[src/rtl/countdown_timer_if.sv]
`default_nettype none
// ============================================================================
//  Module      : countdown_timer_if
//  Description : Control-pulse and display bus of the countdown timer.
//                master drives the one-cycle control pulses and reads the
//                display fields; slave (the timer) is the reverse.
//                Pulses : start_stop, clear, plus_sec, minus_sec,
//                         plus_min, minus_min
//                Results: ms_10 (0..99), secs (0..59), mins (0..59),
//                         running, done
//  Revision    : 1.0  initial release
// ============================================================================
interface countdown_timer_if;
    logic       start_stop;
    logic       clear;
    logic       plus_sec;
    logic       minus_sec;
    logic       plus_min;
    logic       minus_min;
    logic [6:0] ms_10;
    logic [5:0] secs;
    logic [5:0] mins;
    logic       running;
    logic       done;

    modport master (
        output start_stop, clear, plus_sec, minus_sec, plus_min, minus_min,
        input  ms_10, secs, mins, running, done
    );

    modport slave (
        input  start_stop, clear, plus_sec, minus_sec, plus_min, minus_min,
        output ms_10, secs, mins, running, done
    );
endinterface
`default_nettype wire

[src/rtl/countdown_timer.sv]
`default_nettype none
// ============================================================================
//  Module      : countdown_timer
//  Description : mm:ss.cc countdown timer. Set-mode pulses load the start
//                value, start_stop runs/pauses, the count steps down one
//                centisecond every TICK_DIV clocks and parks in DONE at zero.
//  Ports       : clk   - system clock, rising edge
//                reset - synchronous active-high, clears all state
//                bus   - countdown_timer_if.slave (pulses in, display out)
//  Revision    : 1.0  initial release
// ============================================================================
module countdown_timer #(
    parameter int TICK_DIV = 500_000,
    parameter int BW       = $clog2(TICK_DIV)
) (
    input  wire logic            clk,
    input  wire logic            reset,
    countdown_timer_if.slave     bus
);

    localparam logic [1:0] S_SET   = 2'd0;
    localparam logic [1:0] S_RUN   = 2'd1;
    localparam logic [1:0] S_PAUSE = 2'd2;
    localparam logic [1:0] S_DONE  = 2'd3;

    localparam logic [BW-1:0] c_DIV_MAX = BW'(TICK_DIV - 1);
    localparam logic [BW-1:0] c_DIV_ONE = BW'(1);

    logic [1:0]    r_state, w_state_nxt;
    logic [6:0]    r_ms,    w_ms_nxt;
    logic [5:0]    r_sec,   w_sec_nxt;
    logic [5:0]    r_min,   w_min_nxt;
    logic [BW-1:0] r_div,   w_div_nxt;
    logic          r_running;
    logic          r_done;

    logic          w_zero;
    logic          w_tick;
    logic [6:0]    w_dec_ms;
    logic [5:0]    w_dec_sec;
    logic [5:0]    w_dec_min;
    logic          w_dec_zero;
    logic [5:0]    w_adj_sec;
    logic [5:0]    w_adj_min;

    // Field adjust with 0..59 wrap; simultaneous +/- cancel out.
    function automatic logic [5:0] f_adj(input logic [5:0] v,
                                         input logic inc, input logic dec);
        logic [5:0] r;
        r = v;
        if (inc && !dec) r = (v == 6'd59) ? 6'd0 : v + 6'd1;
        else if (dec && !inc) r = (v == 6'd0) ? 6'd59 : v - 6'd1;
        return r;
    endfunction

    assign w_zero    = (r_ms == 7'd0) && (r_sec == 6'd0) && (r_min == 6'd0);
    assign w_tick    = (r_div == c_DIV_MAX);
    assign w_adj_sec = f_adj(r_sec, bus.plus_sec, bus.minus_sec);
    assign w_adj_min = f_adj(r_min, bus.plus_min, bus.minus_min);

    // Centisecond borrow chain; RUN never holds zero, so mins cannot underflow.
    assign w_dec_ms   = (r_ms != 7'd0) ? r_ms - 7'd1 : 7'd99;
    assign w_dec_sec  = (r_ms != 7'd0) ? r_sec :
                        ((r_sec != 6'd0) ? r_sec - 6'd1 : 6'd59);
    assign w_dec_min  = ((r_ms != 7'd0) || (r_sec != 6'd0)) ? r_min : r_min - 6'd1;
    assign w_dec_zero = (w_dec_ms == 7'd0) && (w_dec_sec == 6'd0) && (w_dec_min == 6'd0);

    always_comb begin
        w_state_nxt = r_state;
        w_ms_nxt    = r_ms;
        w_sec_nxt   = r_sec;
        w_min_nxt   = r_min;
        w_div_nxt   = r_div;

        if (bus.clear) begin
            w_state_nxt = S_SET;
            w_ms_nxt    = 7'd0;
            w_sec_nxt   = 6'd0;
            w_min_nxt   = 6'd0;
            w_div_nxt   = '0;
        end else begin
            case (r_state)
                S_SET: begin
                    w_ms_nxt = 7'd0;
                    if (bus.start_stop) begin
                        if (!w_zero) begin
                            w_state_nxt = S_RUN;
                            w_div_nxt   = '0;
                        end
                    end else begin
                        w_sec_nxt = w_adj_sec;
                        w_min_nxt = w_adj_min;
                    end
                end
                S_RUN: begin
                    if (w_tick) begin
                        w_ms_nxt  = w_dec_ms;
                        w_sec_nxt = w_dec_sec;
                        w_min_nxt = w_dec_min;
                        w_div_nxt = '0;
                    end else if (!bus.start_stop) begin
                        // The pause edge itself does not advance the divider.
                        w_div_nxt = r_div + c_DIV_ONE;
                    end
                    if (w_tick && w_dec_zero) begin
                        w_state_nxt = S_DONE;
                    end else if (bus.start_stop) begin
                        w_state_nxt = S_PAUSE;
                    end
                end
                S_PAUSE: begin
                    if (bus.start_stop) begin
                        if (w_zero) begin
                            w_state_nxt = S_SET;
                            w_div_nxt   = '0;
                        end else begin
                            w_state_nxt = S_RUN;
                        end
                    end else begin
                        w_sec_nxt = w_adj_sec;
                        w_min_nxt = w_adj_min;
                    end
                end
                default: begin
                    w_ms_nxt  = 7'd0;
                    w_sec_nxt = 6'd0;
                    w_min_nxt = 6'd0;
                    w_div_nxt = '0;
                    if (bus.start_stop) w_state_nxt = S_SET;
                end
            endcase
        end
    end

    always_ff @(posedge clk) begin
        if (reset) begin
            r_state   <= S_SET;
            r_ms      <= 7'd0;
            r_sec     <= 6'd0;
            r_min     <= 6'd0;
            r_div     <= '0;
            r_running <= 1'b0;
            r_done    <= 1'b0;
        end else begin
            r_state   <= w_state_nxt;
            r_ms      <= w_ms_nxt;
            r_sec     <= w_sec_nxt;
            r_min     <= w_min_nxt;
            r_div     <= w_div_nxt;
            r_running <= (w_state_nxt == S_RUN);
            r_done    <= (w_state_nxt == S_DONE);
        end
    end

    assign bus.ms_10   = r_ms;
    assign bus.secs    = r_sec;
    assign bus.mins    = r_min;
    assign bus.running = r_running;
    assign bus.done    = r_done;

endmodule
`default_nettype wire

[src/flat_wrapper.sv]
// flat-port wrapper written by rule: the top's interface ports become plain ports
module countdown_timer_flat 
#(
    parameter int TICK_DIV = 500_000,
    parameter int BW       = $clog2(TICK_DIV)
)
  (clk, reset, bus_start_stop, bus_clear, bus_plus_sec, bus_minus_sec, bus_plus_min, bus_minus_min, bus_ms_10, bus_secs, bus_mins, bus_running, bus_done);
  countdown_timer_if bus_i ();
  input  wire logic clk;
  input  wire logic reset;
  input wire logic [$bits(bus_i.start_stop)-1:0] bus_start_stop;
  input wire logic [$bits(bus_i.clear)-1:0] bus_clear;
  input wire logic [$bits(bus_i.plus_sec)-1:0] bus_plus_sec;
  input wire logic [$bits(bus_i.minus_sec)-1:0] bus_minus_sec;
  input wire logic [$bits(bus_i.plus_min)-1:0] bus_plus_min;
  input wire logic [$bits(bus_i.minus_min)-1:0] bus_minus_min;
  output wire logic [$bits(bus_i.ms_10)-1:0] bus_ms_10;
  output wire logic [$bits(bus_i.secs)-1:0] bus_secs;
  output wire logic [$bits(bus_i.mins)-1:0] bus_mins;
  output wire logic [$bits(bus_i.running)-1:0] bus_running;
  output wire logic [$bits(bus_i.done)-1:0] bus_done;
  assign bus_i.start_stop = bus_start_stop;
  assign bus_i.clear = bus_clear;
  assign bus_i.plus_sec = bus_plus_sec;
  assign bus_i.minus_sec = bus_minus_sec;
  assign bus_i.plus_min = bus_plus_min;
  assign bus_i.minus_min = bus_minus_min;
  assign bus_ms_10 = bus_i.ms_10;
  assign bus_secs = bus_i.secs;
  assign bus_mins = bus_i.mins;
  assign bus_running = bus_i.running;
  assign bus_done = bus_i.done;
  countdown_timer #(.TICK_DIV(TICK_DIV), .BW(BW)) u_core (.clk(clk), .reset(reset), .bus(bus_i));
endmodule
[config.mk]
export PLATFORM = sky130hd
export DESIGN_NAME = countdown_timer_flat
export DESIGN_NICKNAME = d
export VERILOG_FILES = /design/src/rtl/countdown_timer_if.sv /design/src/rtl/countdown_timer.sv /design/src/flat_wrapper.sv
export SDC_FILE = /design/constraint.sdc
export NUM_CORES = 1
export LEC_CHECK = 0
export ABC_AREA = 1
export ABC_CLOCK_PERIOD_IN_PS = 2450
export BUFFER_PORTS_ARGS = -buffer_cell sky130_fd_sc_hd__buf_4
export CORE_ASPECT_RATIO = 1.4
export CORE_MARGIN = 2
export CORE_UTILIZATION = 41
export CTS_BUF_LIST = sky130_fd_sc_hd__clkbuf_8 sky130_fd_sc_hd__clkbuf_16
export CTS_CLUSTER_DIAMETER = 40
export CTS_CLUSTER_SIZE = 12
export DETAILED_ROUTE_END_ITERATION = 7
export GPL_ROUTABILITY_DRIVEN = 0
export RECOVER_POWER = 50
export SLEW_MARGIN = 20
export SYNTH_ARGS = -nofsm -noshare
export SYNTH_HDL_FRONTEND = slang
export SYNTH_SLANG_ARGS = --single-unit
[constraint.sdc]
create_clock -name clk -period 2.45 [get_ports clk]
set_input_delay 0.49 -clock clk [delete_from_list [all_inputs] [get_ports clk]]
set_output_delay 0.49 -clock clk [all_outputs]
set_load 0.01 [all_outputs]
# Yosys cells after proc, flatten, opt, wreduce, memory -nomap -nowiden
# Cells that the tools add are included.
[totals]
ff_bits = 42
[op_classes]
add_sub_neg = 6
n_eq_ne = 16
muxes = 36
bitwise = 1
n_reduce_logical = 29
[op_table]
columns = ["cell", "n"]
rows = [
  ["$mux W19", 6],
  ["$mux W6", 15],
  ["$pmux W19 S3", 1],
  ["$logic_not A6 Y1", 4],
  ["$pmux W6 S2", 2],
  ["$add A19 B1 Y19 const B", 1],
  ["$eq A19 B19 Y1 const B", 1],
  ["$logic_not A7 Y1", 2],
  ["$mux W2", 7],
  ["$mux W7", 2],
  ["$pmux W7 S2", 1],
  ["$add A6 B1 Y6 const B", 2],
  ["$eq A6 B6 Y1 const B", 2],
  ["$sub A6 B1 Y6 const B", 2],
  ["$logic_and A1 B1 Y1", 9],
  ["$ne A2 B2 Y1 const B", 4],
  ["$reduce_bool A7 Y1", 1],
  ["$sub A7 B1 Y7 const B", 1],
  ["$ne A3 B1 Y1 const B", 2],
  ["$pmux W2 S3", 1],
  ["$reduce_and A3 Y1", 2],
  ["$reduce_bool A6 Y1", 1],
  ["$reduce_and A5 Y1", 1],
  ["$eq A2 B1 Y1 const B", 2],
  ["10 further kinds", 16],
]

# Longest topological paths before layout
# Gate-level depths: netlist (run 1).
[logic_depth]
word_depth = 11
ltp_mapped = 17

# Worst setup path before layout (run 1)
# No wires, ideal clock.
[synth_timing]
path_kind = "register to register"
start = "register u_core.r_ms[0], in the netlist u_core.bus.ms_10[0]"
end = "register u_core.r_div[8]"
setup_ns = 0.123
arrival_ns = 1.859
required_time_ns = 2.327
slack_ns = 0.467
stages_incl_launch_ff = 16
period_less_slack_ns = 1.983
path_cell_list = "dfxtp_1 -> inv_1 -> ha_1 -> inv_2 -> nor2_4 -> nand3_4 -> nor2_4 -> nand2_2 -> nand3_1 -> o21ai_1 -> clkinv_1 -> nand2_4 -> buf_8 -> nor3_2 -> xor2_1 -> nor2_1"
[synth_between]
elab_chain_cells = 5
[synth_lines]
columns = ["element", "line_no", "source"]
rows = [
  ["start, declared", "countdown_timer.sv:30", "logic [6:0] r_ms, w_ms_nxt;"],
  ["start signal, assigned", "countdown_timer.sv:146", "r_ms <= w_ms_nxt;"],
  ["$logic_not A7 Y1 *", "countdown_timer.sv:56", "assign w_zero = (r_ms == 7'd0) && (r_sec == 6'd0) && (r_min == 6'd0);"],
  ["$logic_and A1 B1 Y1 * (2 in series)", "countdown_timer.sv:56", ""],
  ["$ne A2 B1 Y1 (no line) or $ne A2 B2 Y1 (tied branches)", "--", ""],
  ["$reduce_and A5 Y1 (no line) *", "--", ""],
  ["end signal, assigned", "countdown_timer.sv:149", "r_div <= w_div_nxt;"],
  ["end, declared", "countdown_timer.sv:33", "logic [BW-1:0] r_div, w_div_nxt;"],
]
# Every way passes the cells marked *; elsewhere a longest branch is shown, timed or not.
# A chain may end at the register's enable or synchronous reset.

# Worst setup path after layout (run 1)
[layout_timing]
start = "register u_core.r_div[0]"
end = "register u_core.r_div[16]"
[layout_between]
elab_chain_cells = 4
[layout_lines]
columns = ["element", "line_no", "source"]
rows = [
  ["$add A19 B1 Y19", "countdown_timer.sv:103", "w_div_nxt = r_div + c_DIV_ONE;"],
  ["$mux W19", "countdown_timer.sv:101", "end else if (!bus.start_stop) begin"],
  ["$mux W19", "countdown_timer.sv:96", "if (w_tick) begin"],
  ["$pmux W19 S3", "countdown_timer.sv:82", "case (r_state)"],
]
# Several ways; a longest one is shown, not always the timed one. The select of a mux whose other input is x is not followed.

==> results of run 1 <==
[where the power goes]
group	switching, mW	total [mW]	internal (mW)
Combinational	0.283	0.423	0.140
Clock	0.258	0.555	0.297
Sequential	0.0208	0.718	0.697
Total	0.562	1.70	1.13
[stage by stage]
stage          util [%]  hold WS, ns  instances
2_1_floorplan         -       0.4476        486
3_5_place_dp      46.71       0.4738        613
6_report          46.98       0.3540        621
4_1_cts           48.16       0.3481        621
3_3_place_gp      46.71       0.4611        613
5_1_grt           46.98       0.3609        621
[placed cells by master (no fill, tap or decap), types with 12 or more instances in the layout]
cell type,n
nand2_1,125
nor2_1,65
inv_1,56
dfxtp_1,42
nand3_1,36
a21oi_1,31
o21ai_0,25
clkbuf_1,23
buf_4,17
xor2_1,12
[final cells by class]
| type | instances | share of cell area [%] |
|---|---|---|
| repair buffers | 40 | 6.187 |
| inverters | 60 | 6.512 |
| clock inverters | 3 | 1.085 |
| multi-input cells | 374 | 56.40 |
| flip-flops and latches | 42 | 24.31 |
| clock buffers | 5 | 1.990 |
| well taps | 97 | 3.509 |
[synthesized netlist by cell type (4+ instances only)]
library cell,n
a211oi_1,5
a21oi_1,31
buf_2,4
dfxtp_1,42
ha_1,9
inv_1,54
inv_2,4
nand2_1,124
nand2_2,4
nand3_1,36
nand4_1,7
nor2_1,65
nor2_4,7
nor3_1,8
o21ai_0,26
o21ai_1,6
xor2_1,12
[how the worst max path moves through the flow]
stage                        start            endpoint  slack (ns)  cells after the start
3_5_place_dp   u_core.bus.ms_10[0]  u_core.bus.running        0.20                     14
6_report           u_core.r_div[0]    u_core.r_div[16]        0.22                     12
5_1_grt            u_core.r_div[0]    u_core.r_div[16]        0.02                     12
2_1_floorplan  u_core.bus.ms_10[0]     u_core.r_div[8]        0.47                     15
4_1_cts        u_core.bus.ms_10[0]     u_core.bus.done        0.17                     15
3_3_place_gp   u_core.bus.ms_10[0]   u_core.r_state[1]        0.22                     15
[cell families (layout without fill, tap and decap cells)]
| logic type | count (synthesis) | after routing | share of synthesized area (%) |
|---|---|---|---|
| flip-flops | 42 | 42 | 27.12 |
| XOR/XNOR | 13 | 13 | 3.672 |
| AND/OR/NAND/NOR | 265 | 265 | 39.06 |
| adder cells (fa/ha/maj) | 9 | 9 | 3.632 |
| AO/OA/AOI/OAI | 87 | 87 | 16.55 |
| buffers and inverters | 70 | 108 | 9.968 |
[registers in the layout (all words and copies together) (netlist names)]
signal              count
u_core.bus.ms_10        7
u_core.bus.mins         6
u_core.bus.running      1
u_core.r_div           19
u_core.bus.secs         6
u_core.bus.done         1
u_core.r_state          2
[routing by layer]
layer	share of wire [%]	wire (µm)	GRT usage, %
met1	40	3446	22.55
met2	54	4589	41.43
met3	3.7	312	2.694
met4	2.3	196	8.291
met5	0	0	0
==> flow_summary.yaml, run 1 <==
status:
  status: "finished, final reports clean"
floorplanning:
  dieWidth_um: 77.50
  fp.dieH_um: 106.9
  coreArea_um2: 7361
  io_pins: 29
  start_util_pct: 42.12
  fp.dieArea_um2: 8284
  rows: 37
finish:
  fin_area_um2: 3458
  multiInputGateArea_um2: 1951
  regArea_um2: 840.8
  diodes: 0
  finish.net_count: 540
  drive_above_1_share_pct: 10.11
  area_growth_pct: 11.54
  fillCellCount: 801
clocking:
  cts_tree: "yes"
  cts_resized: 0
  cts.sinks: 42
  cts_buffers: 5
  clk_latency_ns: 0.30
  h-tree-depth: 2
  cts.path.max_buffers: 2
  cts_setup_buffers: 0
  root_buffer: "clkbuf_8"
  clk_pin_slew_ns: 0.08
  hold_buffers: 0
global_routing:
  grt-ovfl-total: 0
  antenna_found_initial: 0
  grt_pass1_wl_um: 14170
  grt_pass1_vias: 3097
  grtUsageTotal_pct: 21.17
  grt_max_degree: 18
place:
  placed_cell_area_um2: 3438
  numPortBuffers: 28
  dp_hpwl_um: 6525
  dp_slack_ns: 0.1984
routing:
  drtIter0Drc: 217
  drc: 0
  via_per_inst: 5.214
  avgRoutedWirePerCell_um: 13.76
  routed-via-count: 3238
  drtPass1Iterations: 5
  ant_nets: 0
  wl_um: 8545
pwr:
  power_mw: 1.696
  vdd_drop_max_mv: 0.2562
  power_density_nw_per_um2: 490.4
  p_leak_nw: 1.465
worst_setup_path:
  max_stage_delay_ns: 0.35
  crit_buf_inv: 2
  setup.worst_path.start_class: "flip-flop"
  worstPathRequired_ns: 2.64
  rr_endpoint: "u_core.r_div[16]"
  r2r_cells: 12
  cp_max_fo: 17
  arrival_ns: 2.42
  rrSetupSlack_ns: 0.22
  cp_slowest_cell: "dfxtp_1"
  path_class: "reg -> reg"
  critPathCaptureType: "flip-flop"
  crit_top_cell: "nand3_1"
  cp_cell_sequence: "ha_1 > nand3_1 > nor2_1 > nand3_1 > nand2_1 > o21ai_1 > clkinv_1 > nand2_4 > inv_2 > nand3_1 > xor2_1 > nor2_1"
  reg2reg_from: "u_core.r_div[0]"
  cp_top_family: "simple AND/OR/NAND/NOR gates"
logic_synthesis:
  synth_cells: 486
  synth_flop_cell: "dfxtp_1"
  synth-async-reset-ratio_pct: 0
  ys_ff_latch: 42
  synth_edf_count: 0
  ys_warn_count: 0
  synth.area.top_cells: "dfxtp_1 27%, nand2_1 15%, nor2_1 7.9%"
  synth_area_um2: 3100
  synth_nets: 503
  yosysSeqAreaShare_pct: 27.12
  synth_top_area_cell: "dfxtp_1"
  synth_area_per_cell_um2: 6.380
  synthDistinctLibCells: 42
  yosys.area.top_type_share_pct: 27.12
flow_run:
  maxCapViolCount: 0
sta:
  finClkSkew_ns: 0.01302
  slew_headroom_pct: 59.93
  finalMaxSlewViolations: 0
  tightest_slew_ns: 0.6004
  fmax_mhz: 449.0
  finalCritPeriodShare_pct: 90.91
  period_needed_ns: 2.227
  rsz0062_at_grt: "no"
  setup_slack_ns: 0.2227
  setup-tns-final_ns: 0
  finalHoldViolations: 0
  setup_viol: 0
hold_path:
  hold_end: "u_core.r_state[1]"
  hold_class: "in -> reg"
  hold_start: "reset"
  hold_depth: 2
(Power assumes the default switching activity.)
==> inputs of run 2 (changes only) <==
--- a/config.mk
+++ b/config.mk
@@ -9,9 +9,7 @@
 export ABC_CLOCK_PERIOD_IN_PS = 2450
 export BUFFER_PORTS_ARGS = -buffer_cell sky130_fd_sc_hd__buf_4
 export CORE_ASPECT_RATIO = 1.4
-export CORE_MARGIN = 2
 export CORE_UTILIZATION = 41
-export CTS_BUF_LIST = sky130_fd_sc_hd__clkbuf_8 sky130_fd_sc_hd__clkbuf_16
 export CTS_CLUSTER_DIAMETER = 40
 export CTS_CLUSTER_SIZE = 12
 export DETAILED_ROUTE_END_ITERATION = 7
==> run 2 against run 1 <==
Net effect: cell area is 1.2% higher; worst setup slack improved by 0.025 ns; fmax rose by 1.1%; first-iteration DRC count fell by 22%; register-to-register slack better by 0.02 ns; sequential cell count did not move.
==> flow_summary.yaml, run 2 (synthesized netlist as in run 1, its figures left out) <==
status:
  status: "finished, final reports clean"
finish:
  drive_above_1_share_pct: 10.88
  mostFrequentLayoutCells: "125 x nand2_1, 65 x nor2_1, 54 x inv_1, 42 x dfxtp_1, 36 x nand3_1"
  fin_cells: 621
  fillCellCount: 803
  final_common_cell: "nand2_1"
  finish.net_count: 541
  regArea_um2: 840.8
  diodes: 0
  area_growth_pct: 12.83
  multiInputGateArea_um2: 1967
  largest_reg_flops: 19
  regMostFlops: "u_core.r_div"
routing:
  wl_um: 8368
  ant_nets: 0
  avgRoutedWirePerCell_um: 13.48
  via_per_inst: 5.158
  drtIter0Drc: 169
  drtPass1Iterations: 4
  drc: 0
  routed-via-count: 3203
global_routing:
  grtUsageTotal_pct: 22.44
  antenna_found_initial: 0
  globalRoute.busiestLayer: "met2"
  met1_usage_pct: 24.37
  gr-usage-met3_pct: 2.989
  grt-ovfl-total: 0
  grt_pass1_vias: 3016
  grt_pass1_wl_um: 13690
  grt_max_degree: 17
  use_met2_pct: 41.65
place:
  dp.cells: 614
  dp_hpwl_um: 6486
  numPortBuffers: 28
floorplanning:
  coreArea_um2: 7315
  fp.dieH_um: 104.9
  io_pins: 29
  dieWidth_um: 75.50
  start_util_pct: 42.39
  rows: 37
  fp.dieArea_um2: 7919
clocking:
  root_buffer: "clkbuf_8"
  cts_buffers: 5
  cts.sinks: 42
  clk_latency_ns: 0.30
  clk_pin_slew_ns: 0.08
  h-tree-depth: 2
  cts_tree: "yes"
  cts.path.max_buffers: 2
  cts_setup_buffers: 0
pwr:
  p_leak_nw: 1.489
  power_density_nw_per_um2: 491.8
  vdd_drop_max_mv: 0.2221
sta:
  fmax_mhz: 454.0
  setup-tns-final_ns: 0
  setup_viol: 0
  finalMaxSlewViolations: 0
  tightest_slew_ns: 0.5924
  finClkSkew_ns: 0.01331
  period_needed_ns: 2.203
  slew_headroom_pct: 60.46
  finalHoldViolations: 0
  finalCritPeriodShare_pct: 89.91
  rsz0062_at_grt: "no"
hold_path:
  hold_class: "in -> reg"
worst_setup_path:
  critPathCaptureType: "flip-flop"
  setup.worst_path.start_class: "flip-flop"
  path_class: "reg -> reg"
  arrival_ns: 2.40
  cp_max_fo: 13
  worstPathRequired_ns: 2.64
flow_run:
  maxCapViolCount: 0
==> run 2: cell count changes in the layout (fill, tap and decap cells not counted) <==
cell / previous run / this run
clkbuf_8: 5 / 6
clkbuf_1: 23 / 21
o21ai_0: 25 / 26
ha_2: 1 / 0
o21ai_1: 7 / 6
buf_4: 17 / 20
inv_2: 4 / 3
inv_1: 56 / 54
ha_4: 0 / 1
nor3_4: 0 / 1
inv_4: 0 / 1
nor3_2: 3 / 2
==> run 2: power breakdown <==
group | internal [mW] | switching, mW | leakage [nW]
Sequential | 0.697 | 0.0195 | 0.339
Clock | 0.326 | 0.247 | 0.0573
Combinational | 0.144 | 0.287 | 1.09
Total | 1.17 | 0.553 | 1.49
==> run 2: cell type report <==
cell class                 instances  share of cell area [%]
inverter                          60                   6.509
sequential                        42                   24.03
timing repair buffer              41                   6.545
multi-input combinational        374                   56.22
tap                               97                   3.469
clock buffer                       6                   2.361
clock inverter                     1                  0.8584
==> run 2: per-stage QoR <==
stage / power [mW] / hold slack, ns / util [%] / cell area, µm² / setup WS [ns]
2_1_floorplan: 1.065 / 0.4476 / - / 3100 / 0.4675
3_3_place_gp: 1.167 / 0.4707 / 47.11 / 3446 / 0.2663
3_5_place_dp: 1.168 / 0.4783 / 47.11 / 3446 / 0.1277
4_1_cts: 1.748 / 0.3445 / 48.65 / 3558 / 0.1075
5_1_grt: 1.828 / 0.3418 / 47.83 / 3498 / 0.01499
6_report: 1.721 / 0.3550 / 47.83 / 3498 / 0.2473
==> run 2: critical path, cell delays in order (launching register included) <==
cell,delay [ns]
dfxtp_1,0.34
inv_1,0.16
ha_4,0.19
inv_2,0.05
nor2_4,0.09
nand3_4,0.13
nor2_4,0.17
nand2_2,0.09
nand3_1,0.07
o21ai_1,0.06
clkinv_1,0.07
nand2_4,0.13
buf_4,0.21
nor3_4,0.14
nand2_1,0.08
nand2_1,0.06
nor2_1,0.04
==> run 2: worst paths after layout <==
path	start	end	slack, ns	cells past startpoint
max	u_core.bus.ms_10[0]	u_core.r_div[5]	0.25	16
min	reset	u_core.r_state[1]	0.36	2
max reg2reg	u_core.bus.ms_10[0]	u_core.r_div[5]	0.25	16
min reg2reg	u_core.r_div[1]	u_core.r_div[1]	0.49	2
==> run 2: what timing repair did <==
action / in CTS / in global routing
endpoints found under the setup margin: 0 / 13
hold buffers: 0 / 0
gates resized for setup: 0 / 4
==> run 2: layer usage <==
layer  share of wire (%)  wire [µm]  up-vias
li1                    -          -     1667
met1                  40       3332     1435
met2                  54       4477       84
met3                 4.2        348       17
met4                 2.5        209        0
met5                   0          0        -
